**src/rtl/rom_arbiter_if.sv**
```systemverilog
// Bundle of the two read ports and the ROM side of rom_arbiter.
// master: requester/ROM environment side, slave: the arbiter.
interface rom_arbiter_if;
  logic        fetch_req;
  logic [15:0] fetch_addr;
  logic        fetch_gnt;
  logic        fetch_valid;
  logic [15:0] fetch_data;
  logic        load_req;
  logic [15:0] load_addr;
  logic        load_gnt;
  logic        load_valid;
  logic [15:0] load_data;
  logic [15:0] rom_addr;
  logic [15:0] rom_data;

  modport slave (
    input  fetch_req, fetch_addr, load_req, load_addr, rom_data,
    output fetch_gnt, fetch_valid, fetch_data,
    output load_gnt, load_valid, load_data, rom_addr
  );

  modport master (
    output fetch_req, fetch_addr, load_req, load_addr, rom_data,
    input  fetch_gnt, fetch_valid, fetch_data,
    input  load_gnt, load_valid, load_data, rom_addr
  );
endinterface

```
**src/rtl/rom_arbiter.sv**
```systemverilog
// Two-port (fetch / load) arbiter in front of a single combinational ROM.
// One ROM access per cycle, grants are combinational, read data is
// registered per port with a one-cycle valid pulse.
// Build option: define ROM_ARB_RR_EN for round-robin arbitration;
// otherwise load has fixed priority over fetch.
module rom_arbiter (
  input  logic          clk,
  input  logic          rst_n,
  rom_arbiter_if.slave  bus
);
  logic        fetch_gnt_d, load_gnt_d;
  logic [15:0] rom_addr_d, rom_addr_q;
  logic        fetch_valid_q, load_valid_q;
  logic [15:0] fetch_data_q, load_data_q;

`ifdef ROM_ARB_RR_EN
  // Pointer: 1 = load was granted most recently, 0 = fetch (reset value).
  logic last_load_q;

  // Round-robin grant; a lone requester always wins, contest goes to the
  // port that was not granted last. No grants while reset is held.
  always_comb begin
    fetch_gnt_d = 1'b0;
    load_gnt_d  = 1'b0;
    if (rst_n) begin
      if (bus.fetch_req && bus.load_req) begin
        fetch_gnt_d = last_load_q;
        load_gnt_d  = ~last_load_q;
      end else begin
        fetch_gnt_d = bus.fetch_req;
        load_gnt_d  = bus.load_req;
      end
    end
  end

  // Pointer only moves on granted cycles.
  always_ff @(posedge clk or negedge rst_n) begin
    if (!rst_n)          last_load_q <= 1'b0;
    else if (load_gnt_d) last_load_q <= 1'b1;
    else if (fetch_gnt_d) last_load_q <= 1'b0;
  end
`else
  // Fixed priority grant: load beats fetch. No grants while reset is held.
  always_comb begin
    load_gnt_d  = rst_n & bus.load_req;
    fetch_gnt_d = rst_n & bus.fetch_req & ~bus.load_req;
  end
`endif

  // ROM address follows the granted port, otherwise holds the last one.
  always_comb begin
    rom_addr_d = rom_addr_q;
    if (load_gnt_d)       rom_addr_d = bus.load_addr;
    else if (fetch_gnt_d) rom_addr_d = bus.fetch_addr;
  end

  // Capture ROM word into the granted port; valid pulses for one cycle.
  // Async reset clears valids, so a grant in flight at reset is dropped.
  always_ff @(posedge clk or negedge rst_n) begin
    if (!rst_n) begin
      rom_addr_q    <= 16'h0000;
      fetch_valid_q <= 1'b0;
      load_valid_q  <= 1'b0;
      fetch_data_q  <= 16'h0000;
      load_data_q   <= 16'h0000;
    end else begin
      rom_addr_q    <= rom_addr_d;
      fetch_valid_q <= fetch_gnt_d;
      load_valid_q  <= load_gnt_d;
      if (fetch_gnt_d) fetch_data_q <= bus.rom_data;
      if (load_gnt_d)  load_data_q  <= bus.rom_data;
    end
  end

  assign bus.fetch_gnt   = fetch_gnt_d;
  assign bus.load_gnt    = load_gnt_d;
  assign bus.rom_addr    = rom_addr_d;
  assign bus.fetch_valid = fetch_valid_q;
  assign bus.load_valid  = load_valid_q;
  assign bus.fetch_data  = fetch_data_q;
  assign bus.load_data   = load_data_q;
endmodule

```
**src/flat_wrapper.sv**
```systemverilog
// flat-port wrapper written by rule: the top's interface ports become plain ports
module rom_arbiter_flat 
  (clk, rst_n, bus_fetch_req, bus_fetch_addr, bus_load_req, bus_load_addr, bus_rom_data, bus_fetch_gnt, bus_fetch_valid, bus_fetch_data, bus_load_gnt, bus_load_valid, bus_load_data, bus_rom_addr);
  rom_arbiter_if bus_i ();
  input  logic clk;
  input  logic rst_n;
  input wire logic [$bits(bus_i.fetch_req)-1:0] bus_fetch_req;
  input wire logic [$bits(bus_i.fetch_addr)-1:0] bus_fetch_addr;
  input wire logic [$bits(bus_i.load_req)-1:0] bus_load_req;
  input wire logic [$bits(bus_i.load_addr)-1:0] bus_load_addr;
  input wire logic [$bits(bus_i.rom_data)-1:0] bus_rom_data;
  output wire logic [$bits(bus_i.fetch_gnt)-1:0] bus_fetch_gnt;
  output wire logic [$bits(bus_i.fetch_valid)-1:0] bus_fetch_valid;
  output wire logic [$bits(bus_i.fetch_data)-1:0] bus_fetch_data;
  output wire logic [$bits(bus_i.load_gnt)-1:0] bus_load_gnt;
  output wire logic [$bits(bus_i.load_valid)-1:0] bus_load_valid;
  output wire logic [$bits(bus_i.load_data)-1:0] bus_load_data;
  output wire logic [$bits(bus_i.rom_addr)-1:0] bus_rom_addr;
  assign bus_i.fetch_req = bus_fetch_req;
  assign bus_i.fetch_addr = bus_fetch_addr;
  assign bus_i.load_req = bus_load_req;
  assign bus_i.load_addr = bus_load_addr;
  assign bus_i.rom_data = bus_rom_data;
  assign bus_fetch_gnt = bus_i.fetch_gnt;
  assign bus_fetch_valid = bus_i.fetch_valid;
  assign bus_fetch_data = bus_i.fetch_data;
  assign bus_load_gnt = bus_i.load_gnt;
  assign bus_load_valid = bus_i.load_valid;
  assign bus_load_data = bus_i.load_data;
  assign bus_rom_addr = bus_i.rom_addr;
  rom_arbiter u_core (.clk(clk), .rst_n(rst_n), .bus(bus_i));
endmodule
```
**config.mk**
```make
export PLATFORM = sky130hd
export DESIGN_NAME = rom_arbiter_flat
export DESIGN_NICKNAME = d
export VERILOG_FILES = /design/src/rtl/rom_arbiter_if.sv /design/src/rtl/rom_arbiter.sv /design/src/flat_wrapper.sv
export SDC_FILE = /design/constraint.sdc
export NUM_CORES = 1
export LEC_CHECK = 0
export BUFFER_PORTS_ARGS = -buffer_cell sky130_fd_sc_hd__buf_2
export CORE_MARGIN = 2
export CORE_UTILIZATION = 48
export DETAILED_ROUTE_END_ITERATION = 10
export GPL_TIMING_DRIVEN = 0
export PLACE_DENSITY = 0.83
export SLEW_MARGIN = 0
export SYNTH_ARGS = -nofsm -noshare
export SYNTH_HDL_FRONTEND = slang
export SYNTH_SLANG_ARGS = --single-unit
```
**constraint.sdc**
```tcl
create_clock -name clk -period 1.6 [get_ports clk]
set_clock_uncertainty 0.15 [all_clocks]
set_input_delay 0 -clock clk [delete_from_list [all_inputs] [get_ports clk]]
set_output_delay 0 -clock clk [all_outputs]
set_load 0.005 [all_outputs]
```
After elaboration in Yosys (flattened, before gate mapping)
Index checks and enable logic that the tools add are counted.
Word-level totals
  register bits after elaboration: 50
  bits in read-only memories: 0
  memory bits (writable): 0
  memories: 0
  bits in latches: 0
Cells by class
  bitwise logic cells: 4
  reduce and logical (&&, ||, !) cells: 0
  eq/ne operators: 0
  order comparisons: 0
  add/sub/neg operators: 0
  shifts and indexed selects: 0
  multiply operators: 0
  multiplexer cells: 2
  divide/modulo/power cells: 0
Operator list (number)
  two-way mux 16 bit: 2
  AND 1 bit: 3
  NOT 1 bit: 1

Longest topological paths before layout
  word-level depth: 4
  gate-level depth with buffers: 5
  gate-level depth less buffers: 3

Least setup slack after synthesis
No wires, ideal clock.
  path type: input -> register
  start: input port rst_n
  end: register u_core.load_data_q[10] (netlist: u_core.bus.load_data[10])
  stages: 5
  buffers on the path: 2
  arrival time: 0.763 ns
  data required time: 1.325 ns
  path slack: 0.562 ns
  library setup time: 0.125 ns
  cells stage by stage: buf_6 > nand2_4 > inv_4 > buf_6 > mux2_4
Between the ends
  cells in the longest elaborated chain, start to end: 1
RTL lines
  start: declaration: line flat_wrapper.sv:6  | input logic rst_n;
  AND 1 bit: line rom_arbiter.sv:45  | load_gnt_d = rst_n & bus.load_req;
  named net bus_load_gnt: line flat_wrapper.sv:15  | output wire logic [$bits(bus_i.load_gnt)-1:0] bus_load_gnt;
  end signal: assignment: line rom_arbiter.sv:71  | if (load_gnt_d) load_data_q <= bus.rom_data;
  end: declaration: line rom_arbiter.sv:14  | logic [15:0] fetch_data_q, load_data_q;
The timed path passes the listed nets, and every way through them passes these cells.
A chain may end at the register's enable or synchronous reset.

Final worst setup path
  start: register u_core.rom_addr_q[3]
  end: register u_core.rom_addr_q[3]
Between the ends
  cells in the longest elaborated chain, start to end: 2
RTL lines
  start: declaration: line rom_arbiter.sv:12  | logic [15:0] rom_addr_d, rom_addr_q;
  start signal: assignment: line rom_arbiter.sv:67  | rom_addr_q <= rom_addr_d;
  two-way mux 16 bit: line rom_arbiter.sv:54  | else if (fetch_gnt_d) rom_addr_d = bus.fetch_addr;
  two-way mux 16 bit: line rom_arbiter.sv:53  | if (load_gnt_d) rom_addr_d = bus.load_addr;
No other way between the ends.

==> reports/summary.txt <==
Post-Place Setup Slack: -608 ps
First-pass GRT wire length: 10,100 um
Worst reg-to-reg path cell count: 3
Placed Area: 2640 um^2
LEAKAGE: 1.60 nW
Post-synthesis mux area share: 20.7%
Max-cap violation count: 0
Reg2reg end: u_core.rom_addr_q[3]$_DFF_PN0_
Initial antenna violation count: 0
Max Fanout on Critical Path: 2
Clock slew at reported path FFs: 90 ps
Post-Syn Area: 2070 um^2
Logic pwr share: 25.3%
Final Hold Viols: 50
Die width: 69.7 um
H-tree depth: 2
Critical Path RT: 1630 ps
Routed WL: 6220 um
Final worst slack: 55.6 ps
Dpl hpwl: 3570 um
Placer Congestion: 0.850
DR WL/cell: 17.5 um
Tcrit/Tclk final: 96.5%
Post-Synth Adder-Cell Area: 0%
Initial Utilization: 50.7%
DR pass1 iterations: 5
Final core occ: 80.0%
Vias in the first global route: 2,004
Layout fillers: 241
Critical Path End Type: flop
Sw Ratio: 26.4%
Skew-Pair Late Insertion Delay: 300 ps
Cells after Synth: 145
CTS buffer count: 5
Clock tree from TritonCTS: yes
PortBufs: 102
FF-to-FF Start: u_core.rom_addr_q[3]$_DFF_PN0_
Ports: 104
CTS hold repair buffers: 50
Int Power: 2.42 mW
Peak supply drop: 793 uV
Clock sink total: 50
Die Area: 4860 um^2
Largest net degree at the start of global routing: 52
Final setup vio count: 0
Design Area, Final: 3270 um^2
Fin nets: 356
Row cnt: 23
Slowest cell on crit path: dlygate4sd3_1
Gr usage total: 26.6%
Iter 0 DRT Violations: 131
Xor/xnor share of the synthesized area: 0%
Mean post-synth cell area: 14.3 um^2
RSZ-0062 raised after global routing: no
Clock power share: 27.0%
Post-synthesis sequential area ratio: 60.4%
Run status: finished, violations left
Setup total negative slack: 0 ps
Vias: 1,875
Compound-Gate Fraction of Synth Area: 13.5%
Share of layout cells above drive strength 1: 50.5%
Hold Slack: -562 ps
Setup CP Type: reg -> reg
Simple-gate share of the synthesized area: 1.69%
Failing checks: negative hold slack
Die span in y: 69.7 um
Max incr delay on CP: 570 ps
HP Class: in -> async
Register share of total power: 47.7%
Synthesized flop and latch total: 50
Startpoint Class: flop
Gr ovfl total: 0
Post-DRT Antenna Nets: 0
N_diodes: 0
Synth warnings: 0
Core Region: 4090 um^2
Drt drc: 0
CP cell instances: o22ai_1 -> a21oi_1 -> dlygate4sd3_1
Pwr dens: 1010 nW/um^2
Synth Net Count: 197
FMAX: 0.647 GHz
Drt via density: 5.28
Largest family of logic cells by synthesized area: multiplexers
Minimum clock period: 1540 ps
Unique cell type count in the Yosys netlist: 15
Slew HR: 68.9%
Crit path DAT: 1570 ps
R2R Setup Slk: 60 ps
Root buf cell: clkbuf_8
Clock buffer depth: 2
Syn-to-layout area delta: 57.9%
P_sw: 867 uW
Fin. max-slew vios: 0
Worst Tran Pin Value: 467 ps
==> synth_stat cells, drive strengths merged <==
cell | count | share of area (%)
clkbuf | 3 | 0.54
buf | 6 | 2.5
mux2 | 32 | 21
a21oi | 16 | 3.9
dfrtp | 50 | 60
nand3 | 1 | 0.85
o22ai | 32 | 9.7
inv | 3 | 0.66
nand2 | 2 | 0.85
==> worst max path at each step <==
stage                                    from                              endpoint  slack (ps)
2_1_floorplan                           rst_n  u_core.bus.load_data[10]$_DFFE_PN0P_         560
3_3_place_gp                            rst_n                       bus_rom_addr[6]        -570
3_5_place_dp                            rst_n                      bus_rom_addr[12]        -610
4_1_cts                                 rst_n                      bus_rom_addr[12]           2
5_1_grt                                 rst_n                       bus_rom_addr[9]           6
6_report       u_core.rom_addr_q[3]$_DFF_PN0_        u_core.rom_addr_q[3]$_DFF_PN0_          60
==> layout make-up <==
type / instances / area, um^2 / share of cell area (%)
flip-flops and latches: 50 / 1250 / 38.3
repair buffers: 152 / 1020 / 31.3
multi-input cells: 83 / 743 / 22.7
clock buffers: 5 / 68.8 / 2.10
plain buffers: 9 / 63.8 / 1.95
well taps: 50 / 62.6 / 1.91
clock inverters: 3 / 43.8 / 1.34
inverters: 3 / 13.8 / 0.421
==> kinds of logic after synthesis <==
kind of cell	after synthesis
muxes	32
DFF	50
AOI/OAI and AO/OA	48
buffers and inverters	12
and+or+nand+nor	3
==> through the flow <==
stage | cells | total power, mW
floorplan | 145 | 1.92
global route | 355 | 3.44
detailed placement | 297 | 2.28
finish | 355 | 3.29
global placement | 297 | 2.25
CTS | 355 | 3.30
==> metal layers <==
metal | vias up | part of all wire (%) | global-route usage, %
li1 | 870 | - | -
met1 | 907 | 39 | 31.0
met2 | 88 | 53 | 47.5
met3 | 10 | 6.3 | 6.10
met4 | 0 | 1.8 | 10.5
met5 | - | 0 | 0
==> registers in the layout (all words and copies together) (netlist names) <==
register / cells
u_core.bus.fetch_valid: 1
u_core.bus.load_valid: 1
u_core.bus.load_data: 16
u_core.bus.fetch_data: 16
u_core.rom_addr_q: 16
==> what timing repair did <==
item	CTS	global route
buffers inserted	0	0
setup endpoints to repair	53	15
gates resized for setup	3	3
hold endpoints to repair	98	50
==> layout by cell type (no fill, tap or decap), types with 2 or more instances in the layout <==
| cell type | count |
|---|---|
| dfrtp_1 | 50 |
| clkbuf_1 | 2 |
| mux2_4 | 18 |
| a21oi_1 | 16 |
| dlygate4sd3_1 | 49 |
| mux2_2 | 14 |
| o22ai_1 | 32 |
| buf_6 | 3 |
| buf_2 | 103 |
| clkbuf_8 | 5 |
==> power groups by stage <==
stage / combinational (mW) / sequential (mW) / clock [mW]
CTS: 0.820 / 1.56 / 0.915
global placement: 0.681 / 1.57 / 0
detailed placement: 0.701 / 1.58 / 0
finish: 0.834 / 1.57 / 0.888
floorplan: 0.338 / 1.59 / 0
global route: 0.901 / 1.59 / 0.952
==> critical path, delay by kind of cell, from the launching register on <==
family                 cells  cell delay, ps
AOI/OAI and AO/OA          2             300
buffers and inverters      1             570
DFF                        1             400
Note: power is estimated with default switching activity, not from simulation.
